===== src/rtl/rv_dbg_pkg.sv =====
// Shared definitions for the register-file debug dump path.
//   XLEN       : register data width
//   REG_ADDR_W : register index width
//   IDX_W      : internal index width (one extra bit so index+1 at 31 does not wrap)
//   dump_state_t : dump engine states
package rv_dbg_pkg;

  localparam int unsigned XLEN       = 32;
  localparam int unsigned REG_ADDR_W = 5;
  localparam int unsigned IDX_W      = REG_ADDR_W + 1;

  typedef enum logic [2:0] {
    IDLE   = 3'd0,
    FETCH  = 3'd1,
    SEND_A = 3'd2,
    SEND_B = 3'd3,
    DONE   = 3'd4
  } dump_state_t;

endpackage


===== src/rtl/reg_dump_reader.sv =====
// Debug read-out engine: claims the register-file read ports via rf_req/rf_gnt,
// reads two registers per FETCH and streams them as valid/ready beats.
// Ports:
//   clk, rst_n          : clock, synchronous active-low reset
//   start, abort        : begin a dump when idle / return to idle from anywhere
//   rf_req, rf_gnt      : read-port ownership handshake with the core
//   rf_rs1, rf_rs2      : read addresses (non-zero only in FETCH)
//   rf_rd1, rf_rd2      : combinational read data
//   out_valid/out_ready : output beat handshake
//   out_data, out_idx   : register value and its index
//   out_last            : beat carries LAST_REG
//   busy, done          : not idle / one-cycle completion pulse
module reg_dump_reader
  import rv_dbg_pkg::*;
#(
  parameter int unsigned FIRST_REG = 0,
  parameter int unsigned LAST_REG  = 31
) (
  input  logic                  clk,
  input  logic                  rst_n,
  input  logic                  start,
  input  logic                  abort,
  output logic                  rf_req,
  input  logic                  rf_gnt,
  output logic [REG_ADDR_W-1:0] rf_rs1,
  output logic [REG_ADDR_W-1:0] rf_rs2,
  input  logic [XLEN-1:0]       rf_rd1,
  input  logic [XLEN-1:0]       rf_rd2,
  output logic                  out_valid,
  input  logic                  out_ready,
  output logic [XLEN-1:0]       out_data,
  output logic [REG_ADDR_W-1:0] out_idx,
  output logic                  out_last,
  output logic                  busy,
  output logic                  done
);

  localparam logic [IDX_W-1:0] FIRST_IDX = IDX_W'(FIRST_REG);
  localparam logic [IDX_W-1:0] LAST_IDX  = IDX_W'(LAST_REG);

  dump_state_t state_q, state_d;
  logic [IDX_W-1:0] idx_q, idx_d;
  logic [XLEN-1:0]  buf_a_q, buf_a_d;
  logic [XLEN-1:0]  buf_b_q, buf_b_d;

  logic                  rf_req_q, rf_req_d;
  logic [REG_ADDR_W-1:0] rf_rs1_q, rf_rs1_d;
  logic [REG_ADDR_W-1:0] rf_rs2_q, rf_rs2_d;
  logic                  out_valid_q, out_valid_d;
  logic [XLEN-1:0]       out_data_q, out_data_d;
  logic [REG_ADDR_W-1:0] out_idx_q, out_idx_d;
  logic                  out_last_q, out_last_d;
  logic                  busy_q, busy_d;
  logic                  done_q, done_d;

  logic             accept_c;
  logic [IDX_W-1:0] idx_p1_c;
  logic [IDX_W-1:0] idx_d_p1_c;

  assign accept_c   = out_valid_q & out_ready;
  assign idx_p1_c   = idx_q + IDX_W'(1);
  assign idx_d_p1_c = idx_d + IDX_W'(1);

  // State, index and capture registers plus registered outputs.
  always_ff @(posedge clk) begin
    if (!rst_n) begin
      state_q     <= IDLE;
      idx_q       <= FIRST_IDX;
      buf_a_q     <= '0;
      buf_b_q     <= '0;
      rf_req_q    <= 1'b0;
      rf_rs1_q    <= '0;
      rf_rs2_q    <= '0;
      out_valid_q <= 1'b0;
      out_data_q  <= '0;
      out_idx_q   <= '0;
      out_last_q  <= 1'b0;
      busy_q      <= 1'b0;
      done_q      <= 1'b0;
    end else begin
      state_q     <= state_d;
      idx_q       <= idx_d;
      buf_a_q     <= buf_a_d;
      buf_b_q     <= buf_b_d;
      rf_req_q    <= rf_req_d;
      rf_rs1_q    <= rf_rs1_d;
      rf_rs2_q    <= rf_rs2_d;
      out_valid_q <= out_valid_d;
      out_data_q  <= out_data_d;
      out_idx_q   <= out_idx_d;
      out_last_q  <= out_last_d;
      busy_q      <= busy_d;
      done_q      <= done_d;
    end
  end

  // Next state, datapath, and output values decoded from the next state so
  // that every output lines up with the state it belongs to.
  always_comb begin
    state_d     = state_q;
    idx_d       = idx_q;
    buf_a_d     = buf_a_q;
    buf_b_d     = buf_b_q;
    rf_req_d    = 1'b0;
    rf_rs1_d    = '0;
    rf_rs2_d    = '0;
    out_valid_d = 1'b0;
    out_data_d  = '0;
    out_idx_d   = '0;
    out_last_d  = 1'b0;
    busy_d      = 1'b0;
    done_d      = 1'b0;

    case (state_q)
      IDLE: begin
        if (start) begin
          state_d = FETCH;
          idx_d   = FIRST_IDX;
        end
      end
      FETCH: begin
        if (rf_gnt) begin
          buf_a_d = rf_rd1;
          buf_b_d = rf_rd2;
          state_d = SEND_A;
        end
      end
      SEND_A: begin
        if (accept_c) begin
          state_d = (idx_q == LAST_IDX) ? DONE : SEND_B;
        end
      end
      SEND_B: begin
        if (accept_c) begin
          if (idx_p1_c == LAST_IDX) begin
            state_d = DONE;
          end else begin
            idx_d   = idx_q + IDX_W'(2);
            state_d = FETCH;
          end
        end
      end
      DONE: begin
        state_d = IDLE;
        idx_d   = FIRST_IDX;
      end
      default: begin
        state_d = IDLE;
        idx_d   = FIRST_IDX;
      end
    endcase

    // Abort beats everything, including a simultaneous start.
    if (abort) begin
      state_d = IDLE;
      idx_d   = FIRST_IDX;
    end

    case (state_d)
      FETCH: begin
        rf_req_d = 1'b1;
        busy_d   = 1'b1;
        rf_rs1_d = REG_ADDR_W'(idx_d);
        // Last register of an odd-sized range: both ports read the same index.
        rf_rs2_d = (idx_d == LAST_IDX) ? REG_ADDR_W'(idx_d) : REG_ADDR_W'(idx_d_p1_c);
      end
      SEND_A: begin
        rf_req_d    = 1'b1;
        busy_d      = 1'b1;
        out_valid_d = 1'b1;
        out_data_d  = buf_a_d;
        out_idx_d   = REG_ADDR_W'(idx_d);
        out_last_d  = (idx_d == LAST_IDX);
      end
      SEND_B: begin
        rf_req_d    = 1'b1;
        busy_d      = 1'b1;
        out_valid_d = 1'b1;
        out_data_d  = buf_b_d;
        out_idx_d   = REG_ADDR_W'(idx_d_p1_c);
        out_last_d  = (idx_d_p1_c == LAST_IDX);
      end
      DONE: begin
        busy_d = 1'b1;
        done_d = 1'b1;
      end
      default: begin
        busy_d = 1'b0;
      end
    endcase
  end

  assign rf_req    = rf_req_q;
  assign rf_rs1    = rf_rs1_q;
  assign rf_rs2    = rf_rs2_q;
  assign out_valid = out_valid_q;
  assign out_data  = out_data_q;
  assign out_idx   = out_idx_q;
  assign out_last  = out_last_q;
  assign busy      = busy_q;
  assign done      = done_q;

endmodule


===== config.mk =====
export PLATFORM = sky130hd
export DESIGN_NAME = reg_dump_reader
export DESIGN_NICKNAME = d
export VERILOG_FILES = /design/src/rtl/rv_dbg_pkg.sv /design/src/rtl/reg_dump_reader.sv
export SDC_FILE = /design/constraint.sdc
export NUM_CORES = 1
export LEC_CHECK = 0
export BUFFER_PORTS_ARGS = -buffer_cell sky130_fd_sc_hd__buf_2
export CAP_MARGIN = 20
export CORE_AREA = 2 2 104 106
export DETAILED_ROUTE_END_ITERATION = 16
export DIE_AREA = 0 0 106 108
export PLACE_DENSITY = 0.84
export SYNTH_ARGS = -nofsm -noshare
export SYNTH_HDL_FRONTEND = slang
export SYNTH_SLANG_ARGS = --single-unit

===== constraint.sdc =====
create_clock -name clk -period 2.3 [get_ports clk]
set_input_delay 0.23 -clock clk [delete_from_list [all_inputs] [get_ports clk]]
set_output_delay 0.23 -clock clk [all_outputs]
set_load 0.05 [all_outputs]

==> run metrics <==
outcome=finished, final reports clean; critical path fanouts, max=8; setup ws final=0.0904 ns; Synth Area in Compound Gates=0.121; Internal Power=about 0.004 W; gpl congestion=0.858; commonest non-fill, non-tap cell in the layout=nand2_1; total chip power=between 0.005 and 0.006 W; num ports=about 120; post-layout net count=between 800 and 900; GRT overflow=0; via/cell ratio=5.04; cell area after synthesis=0.00476 mm²; global-route wire length before repair=approximately 21000 µm; Tot GR Track Use=0.230; routing usage on met3=0.0476; commonest cells after routing, fill and taps aside=nand2_1 (142), buf_2 (121), dfxtp_1 (119), a21oi_1 (69), dlygate4sd3_1 (62); initial antenna violation count=0; critical path arrival=2.63 ns; WL final=roughly 13000 µm; core area=between 0.01 and 0.015 mm²; critical path launch point type=flip-flop; FF-to-FF Start=state_q[0]$_SDFF_PN0_; largest net degree at the start of global routing=65; Switching Power=~0.0011 W; unique cell type count in the Yosys netlist=56; Critical Path End Type=flip-flop; Place WS=0.00287 ns; row cnt=37; hold worst-path end=buf_a_q[26]$_SDFF_PN0_; Final Max Tran Viols=0; top_reg_cell synth=dfxtp_1; Clock Skew=a little under 0.01 ns; R2R setup slack=approximately 0.09 ns; DR pass1 iterations=5; Worst slew margin=0.601; CTS root buf=clkbuf_8; Post-Syn Nets=approximately 620; DRT antenna net count=0; synthesized instance count=546; worst slew pin tran=0.596 ns; Die Width=between 100 and 150 µm; Fin. Hold Viols=0; Clock Pin Slew Worst Setup and Hold Paths=around 0.06 ns; Clock Latency Late Sink=0.51 ns; GRT busiest layer=met2; P&R area growth vs syn=43.7%; R2R depth=9; CTS Buf Count=17; flip-flop and latch area=about 0.0025 mm²; largest family of logic cells by synthesized area=simple AND/OR/NAND/NOR gates; CTS Buffer Depth=2; Worst VDD drop=between 0.0004 and 0.0005 V; maxcap violations=0; CTS H-Tree Depth=4; Worst EP required=around 2.7 ns; Worst Hold Class=in -> reg; Leakage=between 2 and 3 nW; Synth Warn #=0; switching part of the total=0.209; achievable frequency=~0.45 GHz; drc violations=0; number of synthesized flops with an enable pin=0; met2 usage in global routing=0.400; final core utilization=0.668; Total Neg Setup Slack=0 ns; Starting Density=0.465; CTS tree=built; Die Footprint=~0.011 mm²; r2r endpoint=out_last$_SDFF_PN0_; Power Density=762 mW/mm²; Post-DP HPWL=between 7000 and 8000 µm; XOR/XNOR share of the synthesized area=0.0129; share of cells above drive strength 1=0.266; Layout fillers=775; share of flip-flops with an asynchronous set or reset=0; worst hold stages=3; vias in the first global route=4566; DIE HEIGHT=roughly 110 µm; Vias=around 4500; Post-Synth Simple-Gate Area=0.216; Comb power frac=0.071; clock power share=0.506; crit share post-route=0.961; area of the multi-input gates=approximately 0.0021 mm²; clock sink total=125; register area share after synthesis=0.526; Adder-Cell Fraction of Synth Area=0.00788; hold wc startpoint=rf_rd1[26]; final-report setup violation count=0; 1st-iter DRT viols=approximately 230; port buffer count=121; final worst path period need=2.21 ns; Inserted Diodes=0; sequential share of power=0.423; post-synthesis mux area share=0.0739; WS Path Type=reg -> reg; drt wl/cell=between 10 and 15 µm; met1 usage=0.268; Avg Inst Size Synth=8.72 µm²; flops & latches, synth=between 100 and 150
cell families (layout without fill, tap and decap cells):
logic type | count (synthesis) | count (layout)
compound gates | 95 | 95
xor+xnor | 7 | 7
flops | 125 | 125
fa+ha+maj | 3 | 3
buf+inv | 42 | 245
mux | 35 | 35
simple gates | 239 | 239
repair_timing:
item,4_1_cts,5_1_grt
resized for setup,2,11
hold buffers,62,0
endpoints found under the setup margin,11,42
pin swaps,1,2
endpoints found under the hold margin,62,0
buffers inserted,1,1
routing by layer:
metal | up-vias | wire length (µm)
met4 | 0 | 280
met3 | 27 | 715
li1 | 2191 | -
met5 | - | 0
met1 | 2086 | 5360
met2 | 156 | 6500
synthesized netlist by cell type (all sizes together) (4+ instances only):
cell type | count | share of area
nand2 | 142 | 0.11
dfxtp | 125 | 0.53
a21oi | 71 | 0.076
nor2 | 57 | 0.045
mux2i | 34 | 0.071
clkbuf | 21 | 0.017
buf | 14 | 0.020
inv | 6 | 0.0047
nor3 | 6 | 0.0074
nand3 | 5 | 0.0053
xnor2 | 5 | 0.0092
a211oi | 4 | 0.0074
and2 | 4 | 0.0053
nor2b | 4 | 0.0068
state kept, by name, indices dropped and copies added (netlist names), 3 cells and up:
| name | cells |
|---|---|
| idx_q | 6 |
| out_data | 32 |
| buf_a_q | 32 |
| buf_b_q | 32 |
| state_q | 3 |
| rf_rs2 | 5 |
| out_idx | 5 |
| rf_rs1 | 5 |
layout make-up:
| cell class | instances | area share |
|---|---|---|
| Multi-Input combinational cell | 379 | 0.305 |
| Clock buffer | 27 | 0.0763 |
| Tap cell | 136 | 0.0249 |
| Inverter | 7 | 0.00384 |
| Clock inverter | 4 | 0.0110 |
| Timing Repair Buffer | 207 | 0.212 |
| Sequential cell | 125 | 0.367 |
worst max path at each step:
stage | from | end | slack [ns] | cells after the start
after floorplan | state_q[1]$_SDFF_PN0_ | out_last$_SDFF_PN0_ | 0.01 | 10
after global placement | idx_q[3]$_SDFF_PN0_ | out_data[27]$_SDFF_PN0_ | 0.09 | 6
after detailed placement | state_q[0]$_SDFF_PN0_ | out_last$_SDFF_PN0_ | 0.003 | 8
after CTS | idx_q[0]$_SDFF_PN0_ | out_last$_SDFF_PN0_ | 0.03 | 8
after global routing | idx_q[3]$_SDFF_PN0_ | busy$_SDFF_PN0_ | -0.002 | 7
final | state_q[0]$_SDFF_PN0_ | out_last$_SDFF_PN0_ | 0.09 | 9
through the flow:
stage                     std cells  hold slack (ns)  cell area (µm²)
after floorplan                 546            0.383             4760
after global placement          790            0.446             5570
after detailed placement        790            0.453             5570
after CTS                       884         0.000536             6800
after global routing            885        -0.000843             6840
final                           885           0.0112             6840
worst max-delay path: stages, from the launching register on:
cell	delay (ns)
dfxtp_1	0.45
nand4_1	0.23
a211o_1	0.32
o211ai_1	0.11
inv_1	0.09
ha_1	0.21
buf_4	0.15
xnor2_1	0.25
o2111ai_1	0.17
o32ai_2	0.13
power groups by stage:
stage	logic (W)	registers (W)	clock network (W)
after CTS	0.000358	0.00221	0.00268
after global placement	0.000270	0.00225	0
after floorplan	0.000158	0.00227	0
after detailed placement	0.000274	0.00225	0
final	0.000369	0.00221	0.00264
after global routing	0.000398	0.00221	0.00279
No activity file was read; power rests on OpenSTA's default activity.
